==> src/rtl/exe_mem_pipe_reg_pkg.sv <==
// Shared EXE->MEM payload layout and FSM encoding.
// Payload field order, MSB first: {wb_en, mem_r_en, mem_w_en, alu_result, st_val, dest}.
package arm_pipe_pkg;

  localparam int BIT_NUMBER_DEF = 32;
  localparam int DEST_W_DEF     = 4;

  function automatic int payload_w(input int bit_number, input int dest_w);
    return 3 + 2 * bit_number + dest_w;
  endfunction

  localparam int EXE_MEM_PAYLOAD_W = payload_w(BIT_NUMBER_DEF, DEST_W_DEF);

  typedef enum logic [1:0] {
    ST_EMPTY = 2'd0,
    ST_ONE   = 2'd1,
    ST_TWO   = 2'd2
  } state_t;

endpackage

==> src/rtl/exe_mem_pipe_reg_if.sv <==
// EXE->MEM handshake bundle; slave is the pipeline register, master is the surrounding logic.
// Forwarding taps exist only when EXE_MEM_FWD_EN is defined.
interface exe_mem_pipe_reg_if #(
  parameter int BIT_NUMBER = 32,
  parameter int DEST_W     = 4
) ();
  logic                  flush;
  logic                  in_valid;
  logic                  in_ready;
  logic                  wb_en_in;
  logic                  mem_r_en_in;
  logic                  mem_w_en_in;
  logic [BIT_NUMBER-1:0] alu_result_in;
  logic [BIT_NUMBER-1:0] st_val_in;
  logic [DEST_W-1:0]     dest_in;
  logic                  out_valid;
  logic                  out_ready;
  logic                  wb_en;
  logic                  mem_r_en;
  logic                  mem_w_en;
  logic [BIT_NUMBER-1:0] alu_result;
  logic [BIT_NUMBER-1:0] st_val;
  logic [DEST_W-1:0]     dest;
`ifdef EXE_MEM_FWD_EN
  logic                  fwd_valid;
  logic [DEST_W-1:0]     fwd_dest;
  logic [BIT_NUMBER-1:0] fwd_value;
  logic                  fwd_skid_valid;
  logic [DEST_W-1:0]     fwd_skid_dest;
  logic [BIT_NUMBER-1:0] fwd_skid_value;
`endif

  modport slave (
    input  flush, in_valid, wb_en_in, mem_r_en_in, mem_w_en_in,
           alu_result_in, st_val_in, dest_in, out_ready,
`ifdef EXE_MEM_FWD_EN
    output fwd_valid, fwd_dest, fwd_value,
           fwd_skid_valid, fwd_skid_dest, fwd_skid_value,
`endif
    output in_ready, out_valid, wb_en, mem_r_en, mem_w_en,
           alu_result, st_val, dest
  );

  modport master (
    output flush, in_valid, wb_en_in, mem_r_en_in, mem_w_en_in,
           alu_result_in, st_val_in, dest_in, out_ready,
`ifdef EXE_MEM_FWD_EN
    input  fwd_valid, fwd_dest, fwd_value,
           fwd_skid_valid, fwd_skid_dest, fwd_skid_value,
`endif
    input  in_ready, out_valid, wb_en, mem_r_en, mem_w_en,
           alu_result, st_val, dest
  );

endinterface

==> src/rtl/exe_mem_pipe_reg_pipe_slot.sv <==
// One payload register with a valid flag; clear wins over load.
module pipe_slot #(
  parameter int W = 1
) (
  input  logic         clk,
  input  logic         rst,
  input  logic         load,
  input  logic         clear,
  input  logic [W-1:0] d,
  output logic         valid,
  output logic [W-1:0] q
);

  always_ff @(posedge clk or posedge rst) begin
    if (rst) begin
      valid <= 1'b0;
      q     <= '0;
    end else if (clear) begin
      valid <= 1'b0;
      q     <= '0;
    end else if (load) begin
      valid <= 1'b1;
      q     <= d;
    end
  end

endmodule

==> src/rtl/exe_mem_pipe_reg.sv <==
// EXE->MEM pipeline register: ready/valid handshake, 2-entry skid buffer, synchronous flush.
// Define EXE_MEM_FWD_EN to add forwarding taps on the head and skid entries.
module exe_mem_pipe_reg
  import arm_pipe_pkg::*;
#(
  parameter int BIT_NUMBER = BIT_NUMBER_DEF,
  parameter int DEST_W     = DEST_W_DEF
) (
  input  logic               clk,
  input  logic               rst,
  exe_mem_pipe_reg_if.slave  bus
);

  localparam int PW = payload_w(BIT_NUMBER, DEST_W);

  state_t          state_q, state_next;
  logic            armed_q;
  logic            accept, take;
  logic            main_load, main_clear, main_sel_skid;
  logic            skid_load, skid_clear;
  logic            main_valid, skid_valid;
  logic [PW-1:0]   in_payload, main_d, main_q, skid_q;

  logic                  m_wb, m_mr, m_mw;
  logic [BIT_NUMBER-1:0] m_alu, m_st;
  logic [DEST_W-1:0]     m_dest;

  assign in_payload = {bus.wb_en_in, bus.mem_r_en_in, bus.mem_w_en_in,
                       bus.alu_result_in, bus.st_val_in, bus.dest_in};

  // in_ready comes straight from flops: it drops on the same edge the skid fills,
  // and stays low during reset until the first edge after release.
  assign bus.in_ready = armed_q & ~skid_valid;
  assign accept       = bus.in_valid & bus.in_ready;
  assign take         = main_valid & bus.out_ready;

  always_ff @(posedge clk or posedge rst) begin
    if (rst) begin
      state_q <= ST_EMPTY;
      armed_q <= 1'b0;
    end else begin
      state_q <= state_next;
      armed_q <= 1'b1;
    end
  end

  always_comb begin
    state_next    = state_q;
    main_load     = 1'b0;
    main_clear    = 1'b0;
    main_sel_skid = 1'b0;
    skid_load     = 1'b0;
    skid_clear    = 1'b0;
    if (bus.flush) begin
      state_next = ST_EMPTY;
      main_clear = 1'b1;
      skid_clear = 1'b1;
    end else begin
      case (state_q)
        ST_EMPTY: begin
          if (accept) begin
            state_next = ST_ONE;
            main_load  = 1'b1;
          end
        end
        ST_ONE: begin
          if (accept && take) begin
            main_load = 1'b1;
          end else if (accept) begin
            state_next = ST_TWO;
            skid_load  = 1'b1;
          end else if (take) begin
            state_next = ST_EMPTY;
            main_clear = 1'b1;
          end
        end
        ST_TWO: begin
          if (take) begin
            state_next    = ST_ONE;
            main_load     = 1'b1;
            main_sel_skid = 1'b1;
            skid_clear    = 1'b1;
          end
        end
        default: begin
          state_next = ST_EMPTY;
          main_clear = 1'b1;
          skid_clear = 1'b1;
        end
      endcase
    end
  end

  assign main_d = main_sel_skid ? skid_q : in_payload;

  pipe_slot #(.W(PW)) u_main (
    .clk   (clk),
    .rst   (rst),
    .load  (main_load),
    .clear (main_clear),
    .d     (main_d),
    .valid (main_valid),
    .q     (main_q)
  );

  pipe_slot #(.W(PW)) u_skid (
    .clk   (clk),
    .rst   (rst),
    .load  (skid_load),
    .clear (skid_clear),
    .d     (in_payload),
    .valid (skid_valid),
    .q     (skid_q)
  );

  assign {m_wb, m_mr, m_mw, m_alu, m_st, m_dest} = main_q;

  // Enables are gated so a bubble or flushed entry can never write.
  assign bus.out_valid  = main_valid;
  assign bus.wb_en      = m_wb & main_valid;
  assign bus.mem_r_en   = m_mr & main_valid;
  assign bus.mem_w_en   = m_mw & main_valid;
  assign bus.alu_result = m_alu;
  assign bus.st_val     = m_st;
  assign bus.dest       = m_dest;

`ifdef EXE_MEM_FWD_EN
  logic                  s_wb, s_mr, s_mw;
  logic [BIT_NUMBER-1:0] s_alu, s_st;
  logic [DEST_W-1:0]     s_dest;

  assign {s_wb, s_mr, s_mw, s_alu, s_st, s_dest} = skid_q;

  // Loads are excluded: their result is not known until MEM completes.
  assign bus.fwd_valid      = main_valid & m_wb & ~m_mr;
  assign bus.fwd_dest       = m_dest;
  assign bus.fwd_value      = m_alu;
  assign bus.fwd_skid_valid = skid_valid & s_wb & ~s_mr;
  assign bus.fwd_skid_dest  = s_dest;
  assign bus.fwd_skid_value = s_alu;

  logic unused_skid;
  assign unused_skid = ^{s_mw, s_st};
`endif

endmodule

==> src/flat_wrapper.sv <==
// flat-port wrapper written by rule: the top's interface ports become plain ports
module exe_mem_pipe_reg_flat import arm_pipe_pkg::*;
#(
  parameter int BIT_NUMBER = BIT_NUMBER_DEF,
  parameter int DEST_W     = DEST_W_DEF
)
  (clk, rst, bus_flush, bus_in_valid, bus_wb_en_in, bus_mem_r_en_in, bus_mem_w_en_in, bus_alu_result_in, bus_st_val_in, bus_dest_in, bus_out_ready, bus_in_ready, bus_out_valid, bus_wb_en, bus_mem_r_en, bus_mem_w_en, bus_alu_result, bus_st_val, bus_dest);
  exe_mem_pipe_reg_if #(.BIT_NUMBER(BIT_NUMBER), .DEST_W(DEST_W)) bus_i ();
  input  logic clk;
  input  logic rst;
  input wire logic [$bits(bus_i.flush)-1:0] bus_flush;
  input wire logic [$bits(bus_i.in_valid)-1:0] bus_in_valid;
  input wire logic [$bits(bus_i.wb_en_in)-1:0] bus_wb_en_in;
  input wire logic [$bits(bus_i.mem_r_en_in)-1:0] bus_mem_r_en_in;
  input wire logic [$bits(bus_i.mem_w_en_in)-1:0] bus_mem_w_en_in;
  input wire logic [$bits(bus_i.alu_result_in)-1:0] bus_alu_result_in;
  input wire logic [$bits(bus_i.st_val_in)-1:0] bus_st_val_in;
  input wire logic [$bits(bus_i.dest_in)-1:0] bus_dest_in;
  input wire logic [$bits(bus_i.out_ready)-1:0] bus_out_ready;
  output wire logic [$bits(bus_i.in_ready)-1:0] bus_in_ready;
  output wire logic [$bits(bus_i.out_valid)-1:0] bus_out_valid;
  output wire logic [$bits(bus_i.wb_en)-1:0] bus_wb_en;
  output wire logic [$bits(bus_i.mem_r_en)-1:0] bus_mem_r_en;
  output wire logic [$bits(bus_i.mem_w_en)-1:0] bus_mem_w_en;
  output wire logic [$bits(bus_i.alu_result)-1:0] bus_alu_result;
  output wire logic [$bits(bus_i.st_val)-1:0] bus_st_val;
  output wire logic [$bits(bus_i.dest)-1:0] bus_dest;
  assign bus_i.flush = bus_flush;
  assign bus_i.in_valid = bus_in_valid;
  assign bus_i.wb_en_in = bus_wb_en_in;
  assign bus_i.mem_r_en_in = bus_mem_r_en_in;
  assign bus_i.mem_w_en_in = bus_mem_w_en_in;
  assign bus_i.alu_result_in = bus_alu_result_in;
  assign bus_i.st_val_in = bus_st_val_in;
  assign bus_i.dest_in = bus_dest_in;
  assign bus_i.out_ready = bus_out_ready;
  assign bus_in_ready = bus_i.in_ready;
  assign bus_out_valid = bus_i.out_valid;
  assign bus_wb_en = bus_i.wb_en;
  assign bus_mem_r_en = bus_i.mem_r_en;
  assign bus_mem_w_en = bus_i.mem_w_en;
  assign bus_alu_result = bus_i.alu_result;
  assign bus_st_val = bus_i.st_val;
  assign bus_dest = bus_i.dest;
  exe_mem_pipe_reg #(.BIT_NUMBER(BIT_NUMBER), .DEST_W(DEST_W)) u_core (.clk(clk), .rst(rst), .bus(bus_i));
endmodule
==> config.mk <==
export PLATFORM = sky130hd
export DESIGN_NAME = exe_mem_pipe_reg_flat
export DESIGN_NICKNAME = d
export VERILOG_FILES = /design/src/rtl/exe_mem_pipe_reg_pkg.sv /design/src/rtl/exe_mem_pipe_reg_if.sv /design/src/rtl/exe_mem_pipe_reg_pipe_slot.sv /design/src/rtl/exe_mem_pipe_reg.sv /design/src/flat_wrapper.sv
export SDC_FILE = /design/constraint.sdc
export NUM_CORES = 1
export LEC_CHECK = 0
export ABC_AREA = 1
export BUFFER_PORTS_ARGS = -buffer_cell sky130_fd_sc_hd__buf_4
export CAP_MARGIN = 0
export CORE_UTILIZATION = 40
export DETAILED_ROUTE_END_ITERATION = 8
export GPL_TIMING_DRIVEN = 0
export PLACE_DENSITY = 0.62
export SYNTH_ARGS = -nofsm -noshare
export SYNTH_HDL_FRONTEND = slang
export SYNTH_SLANG_ARGS = --single-unit
==> constraint.sdc <==
create_clock -name clk -period 4.02 [get_ports clk]
set_input_delay 0 -clock clk [delete_from_list [all_inputs] [get_ports clk]]
set_output_delay 0 -clock clk [all_outputs]
set_load 0.05 [all_outputs]
==> reports/qor.csv, run 1 <==
metric,value,unit
status,completed,
fin_cells,1458,
tightest_slew,0.822,ns
finalSetupViolCount,0,
finalHoldViolCount,0,
std_cell_rows,49,
muxShareOfSynthArea,0,%
post-route-min-period,2.27,ns
start_util,41.0,%
core_area,18000,um2
critPathLaunchType,flop,
grt_overflow,0,
synth_nets,1050,
routedWlPerCell,13.9,um
cts_tree,built,
async_reset_ff_share,100,%
synth_top_family_by_area,simple AND/OR/NAND/NOR gates,
synth_edf_count,0,
place.port_buffers,148,
diodes,0,
setup_ws,1.75,ns
rsz0062_at_grt,false,
antenna_found_initial,0,
cts_made_buffers,17,
grt_pass1_vias,6544,
die_w,138,um
relSlewSlack,45.2,%
crit_type,flop to flop,
dp_slack,1.91,ns
first_iter_violations,441,
crit_chain,inv_1 > nand3_1 > nor2_1 > nand2_1 > nor2_4 > nand2_1 > dlygate4sd3_1 > nand2_1,
drive_gt1_share,23.3,%
yosysTopAreaCell,dfrtp_1,
clock_latency,0.42,ns
htreeDepth,4,
leakage,5.75,nW
skew,0.00671,ns
viasPerCell,4.77,
cp-end-kind,flop,
cts_buffer_depth,2,
ir_drop,0.000445,V
io_pins,149,
synth_adder_area_share,0,%
dp_hpwl,13.0,mm
synth-compound-area-share,0.237,%
cap_violations,0,
synth.cell_area,7380,um2
synth_seq_area_share,49.8,%
synthSimpleGateAreaFrac,38.6,%
synth_xor_area_share,0,%
finalWirelength,20.2,mm
nFillCells,1733,
synth_cell_types,18,
p_total,7.12,mW
die_area,19000,um2
first_pass_iters,5,
yosysMostFrequentCell,nand2_1,
vias,6960,
synthTopCellsByCount,"nand2_1 (448), nand3_1 (218), dfrtp_1 (147), buf_4 (68), buf_2 (28)",
synth_cells,974,
clockRootBuffer,clkbuf_16,
clock_sinks,147,
critPathBufInv,2,
fin_area,10200,um2
final_nets,1293,
cts.clk_slew.worst_paths,0.06,ns
cpLargestDelayFamily,simple AND/OR/NAND/NOR gates,
hp-class,primary input to flop,
cp_slowest_cell,dlygate4sd3_1,
ys.flop_type,dfrtp_1,
pwr_density_cell,700,nW/um2
ys_ff_latch,147,
grt_max_degree,87,
die_y,138,um
cp_max_fo,10,
fmax,441,MHz
antenna_left,0,
crit_arrival,2.62,ns
max_stage_delay,0.56,ns
grt_first_pass_wirelength,32.6,mm
syn_area_per_cell,7.58,um2
area_growth,37.8,%
place.gp.congestion,0.797,
finalCritPeriodShare,56.3,%
cts_resized,0,
yosysTopAreaCellShare,49.8,%
drc,0,
dp.cells,1352,
cp.required,4.37,ns
drv_slew,0,
ys_warn_count,0,
grt_usage,22.3,%
placed_cell_area,8810,um2
netlist_top_cells_area,"dfrtp_1 (50%), nand2_1 (23%), nand3_1 (15%)",
path_common_cell,nand2_1,
final_util,56.5,%
[registers in the layout, indices dropped and copies added (netlist names)]
signal / count
u_core.state_q: 2
u_core.u_main.q: 71
u_core.u_skid.valid: 1
u_core.u_main.valid: 1
u_core.armed_q: 1
u_core.u_skid.q: 71
[what timing repair did]
item | 4_1_cts | 5_1_grt
hold buffers | 75 | 0
hold endpoints to repair | 229 | 0
setup buffers | 0 | 0
[final timing paths]
path | startpoint | endpoint | slack (ns) | depth (start not counted)
worst min-delay path | bus_in_valid | u_core.state_q[0] | 0.16 | 6
worst min register to register | u_core.u_skid.q[60] | u_core.u_skid.q[60] | 0.50 | 2
max in group asynchronous | rst | u_core.u_main.q[65] | 2.98 | 4
worst max-delay path | u_core.u_skid.valid | u_core.u_skid.q[69] | 1.75 | 8
worst max register to register | u_core.u_skid.valid | u_core.u_skid.q[69] | 1.75 | 8
min in group asynchronous | rst | u_core.u_skid.q[31] | 0.28 | 3
[where the power goes]
part           switching [mW]  internal [mW]
Clock                   0.620           1.04
Combinational            2.15           1.18
Sequential              0.239           1.89
[layout by cell type, fill, tap and decap left out, types with 2 or more instances in the layout]
cell type / count
o21ai_0: 2
bufinv_16: 3
clkinvlp_4: 2
dfrtp_1: 147
nor2_2: 2
dlygate4sd3_1: 75
clkinv_2: 2
buf_1: 13
inv_1: 9
clkbuf_16: 17
nand2_2: 2
buf_2: 28
clkbuf_1: 24
buf_4: 216
inv_6: 2
clkbuf_8: 4
inv_2: 4
nor2_1: 5
nand2_1: 448
nand3_1: 218
[per-stage QoR]
step | TNS [ns] | hold WS (ns)
6_report | 0 | 0.163
5_1_grt | 0 | 0.264
4_1_cts | 0 | 0.149
3_5_place_dp | 0 | 0.209
3_3_place_gp | -280.88 | 0.207
2_1_floorplan | 0 | 0.110
[per-layer routing]
metal / global-route usage, % / vias up / share of wire (%)
met5: 0 / - / 0
met4: 6.16 / 0 / 0.92
met3: 3.69 / 12 / 5.2
met2: 35.3 / 197 / 47
met1: 31.4 / 3225 / 47
li1: - / 3526 / -
[logic make-up after synthesis]
kind of cell | after synthesis
other | 1
buffers and inverters | 145
AND/OR/NAND/NOR | 678
flip-flops | 147
AO/OA/AOI/OAI | 3
[cell type report]
cell class,instances,area (um2),share of cell area (%)
Inverter,14,57.6,0.566
Clock inverter,8,124,1.22
Timing Repair Buffer,224,1890,18.6
Multi-Input combinational cell,682,2870,28.2
Clock buffer,23,488,4.80
Sequential cell,147,3680,36.1
Tap cell,229,287,2.82
Buffer,131,782,7.68
[worst register-to-register path, delay by kind of cell (launching register included)]
family | cells | cell delay [ns]
and+or+nand+nor | 6 | 1.17
DFF | 1 | 0.39
buffers and inverters | 2 | 0.63
(Power assumes the default switching activity.)
==> inputs of run 2 (changes only) <==
Clock period 4.02 ns to 1.9 ns, I/O delays scaled along.
==> run 2 against run 1 <==
Against the previous run:
- the run now ends with hold timing left
- critical path type unchanged
- combinational power grew 120%
- setup slack worse by 1.6 ns
- first-iteration DRC count down 3.9%
- maximum frequency is 26% higher
==> reports/qor.csv, run 2 (synthesis results as in run 1) <==
metric,value,unit,change
grt_first_pass_wirelength,32.8,mm,+0.68%
hp-class,primary input to flop,,
htreeDepth,4,,unchanged
vias,6971,,+0.16%
drc,0,,unchanged
grt_pass1_vias,6575,,+0.47%
cts.clk_slew.worst_paths,0.06,ns,about the same
status,finished with violations,,
finalCritPeriodShare,94.3,%,+38 points
pwr_density_cell,1460,nW/um2,+110%
core_area,18000,um2,unchanged
drive_gt1_share,25.3,%,+2.1 points
rsz0062_at_grt,false,,
routedWlPerCell,13.9,um,+0.27%
clock_latency,0.43,ns,about the same
place.port_buffers,148,,unchanged
cp_max_fo,10,,unchanged
area_growth,39.9,%,
final_util,57.3,%,+0.85 points
skew,0.0101,ns,+0.00342 ns
grt_overflow,0,,unchanged
leakage,5.85,nW,+1.6%
start_util,41.0,%,unchanged
antenna_left,0,,unchanged
crit_type,flop to flop,,
crit_arrival,2.16,ns,-0.46 ns
finalHoldViolCount,1,,+1
first_pass_iters,5,,unchanged
post-route-min-period,1.79,ns,-0.472 ns
finalWirelength,20.4,mm,+1.0%
fmax,558,MHz,+26%
hold_ws,-0.00169,ns,-0.165 ns
antenna_found_initial,0,,unchanged
clock_sinks,147,,unchanged
critPathLaunchType,flop,,
io_pins,149,,unchanged
tightest_slew,0.508,ns,-0.313 ns
diodes,0,,unchanged
violations,hold timing,,
die_w,138,um,unchanged
viasPerCell,4.75,,-0.59%
place.gp.congestion,0.790,,-0.88%
p_total,15.0,mW,+110%
reg_top3,"u_core.u_main.q x71, u_core.u_skid.q x71, u_core.state_q x2",,
finalSetupViolCount,0,,unchanged
std_cell_rows,49,,unchanged
layout_commonest_cell,nand2_1,,
grt_usage,22.4,%,+0.097 points
die_area,19000,um2,unchanged
clockRootBuffer,clkbuf_16,,
dp.cells,1355,,+0.22%
cts_tree,built,,
cts_made_buffers,17,,unchanged
placed_cell_area,8860,um2,+0.58%
dp_hpwl,13.4,mm,+3.5%
nFillCells,1705,,-1.6%
relSlewSlack,66.1,%,+21 points
fin_area,10300,um2,+1.5%
fin_cells,1469,,+0.75%
cts_buffer_depth,2,,unchanged
die_y,138,um,unchanged
first_iter_violations,424,,-3.9%
cp.required,2.26,ns,-2.11 ns
ir_drop,0.000991,V,+120%
cap_violations,0,,unchanged
grt_max_degree,40,,-54%
mostFrequentLayoutCells,"nand2_1 (447), buf_4 (225), nand3_1 (217), dfrtp_1 (147), dlygate4sd3_1 (73)",,
cp-end-kind,flop,,
final_nets,1303,,+0.77%
drv_slew,0,,unchanged
==> run 2: worst paths after layout <==
kind	to	slack, ns	from	cells past startpoint
setup / recovery	u_core.u_main.q[35]	0.11	u_core.state_q[0]	8
hold / removal	u_core.state_q[0]	-0.002	bus_out_ready	5
setup reg to reg	u_core.u_main.q[35]	0.11	u_core.state_q[0]	8
hold reg to reg	u_core.u_skid.q[20]	0.50	u_core.u_skid.q[20]	2
max in group asynchronous	u_core.u_skid.q[3]	1.01	rst	5
min in group asynchronous	u_core.u_main.q[50]	0.15	rst	3
==> run 2: per-layer routing <==
metal	share of wire, %	up-vias	global-route usage, %
li1	-	3536	-
met1	47	3228	31.4
met2	47	185	35.0
met3	4.7	22	3.76
met4	1.6	0	7.43
met5	0	-	0
==> run 2: cell type report <==
class | count | area, um2 | area share, %
Timing Repair Buffer | 234 | 2000 | 19.4
Inverter | 14 | 58.8 | 0.569
Clock inverter | 13 | 134 | 1.30
Clock buffer | 19 | 443 | 4.29
Multi-Input combinational cell | 682 | 2920 | 28.3
Tap cell | 229 | 287 | 2.77
Sequential cell | 147 | 3680 | 35.6
Buffer | 131 | 807 | 7.81
==> run 2: stage by stage <==
step / TNS (ns) / setup WS, ns
6_report: 0 / 0.107
5_1_grt: 0 / 0.00274
2_1_floorplan: 0 / 0.0530
3_3_place_gp: -163.06 / -1.01
4_1_cts: 0 / 0.0185
3_5_place_dp: -17.06 / -0.238
==> run 2: report_power, final <==
| group | switching (mW) | internal (mW) | total (mW) |
|---|---|---|---|
| clock network | 1.37 | 1.96 | 3.34 |
| logic | 4.58 | 2.60 | 7.18 |
| registers | 0.529 | 3.99 | 4.52 |
==> run 2: critical path, cell delays in order, from the launching register on <==
cell     delay [ns]
dfrtp_1        0.46
nor2_4         0.19
nand2_1        0.15
nor2_4         0.31
buf_2          0.27
nand2_1        0.07
nand2_1        0.09
nand3_1        0.10
nand2_1        0.09
==> run 2: repair_timing <==
item                       in CTS  in global routing
setup endpoints to repair     141                 99
hold endpoints to repair      221                  0
pin swaps                       1                  2
gates resized for setup         8                 24
hold buffers                   73                  0
setup buffers                   6                  3
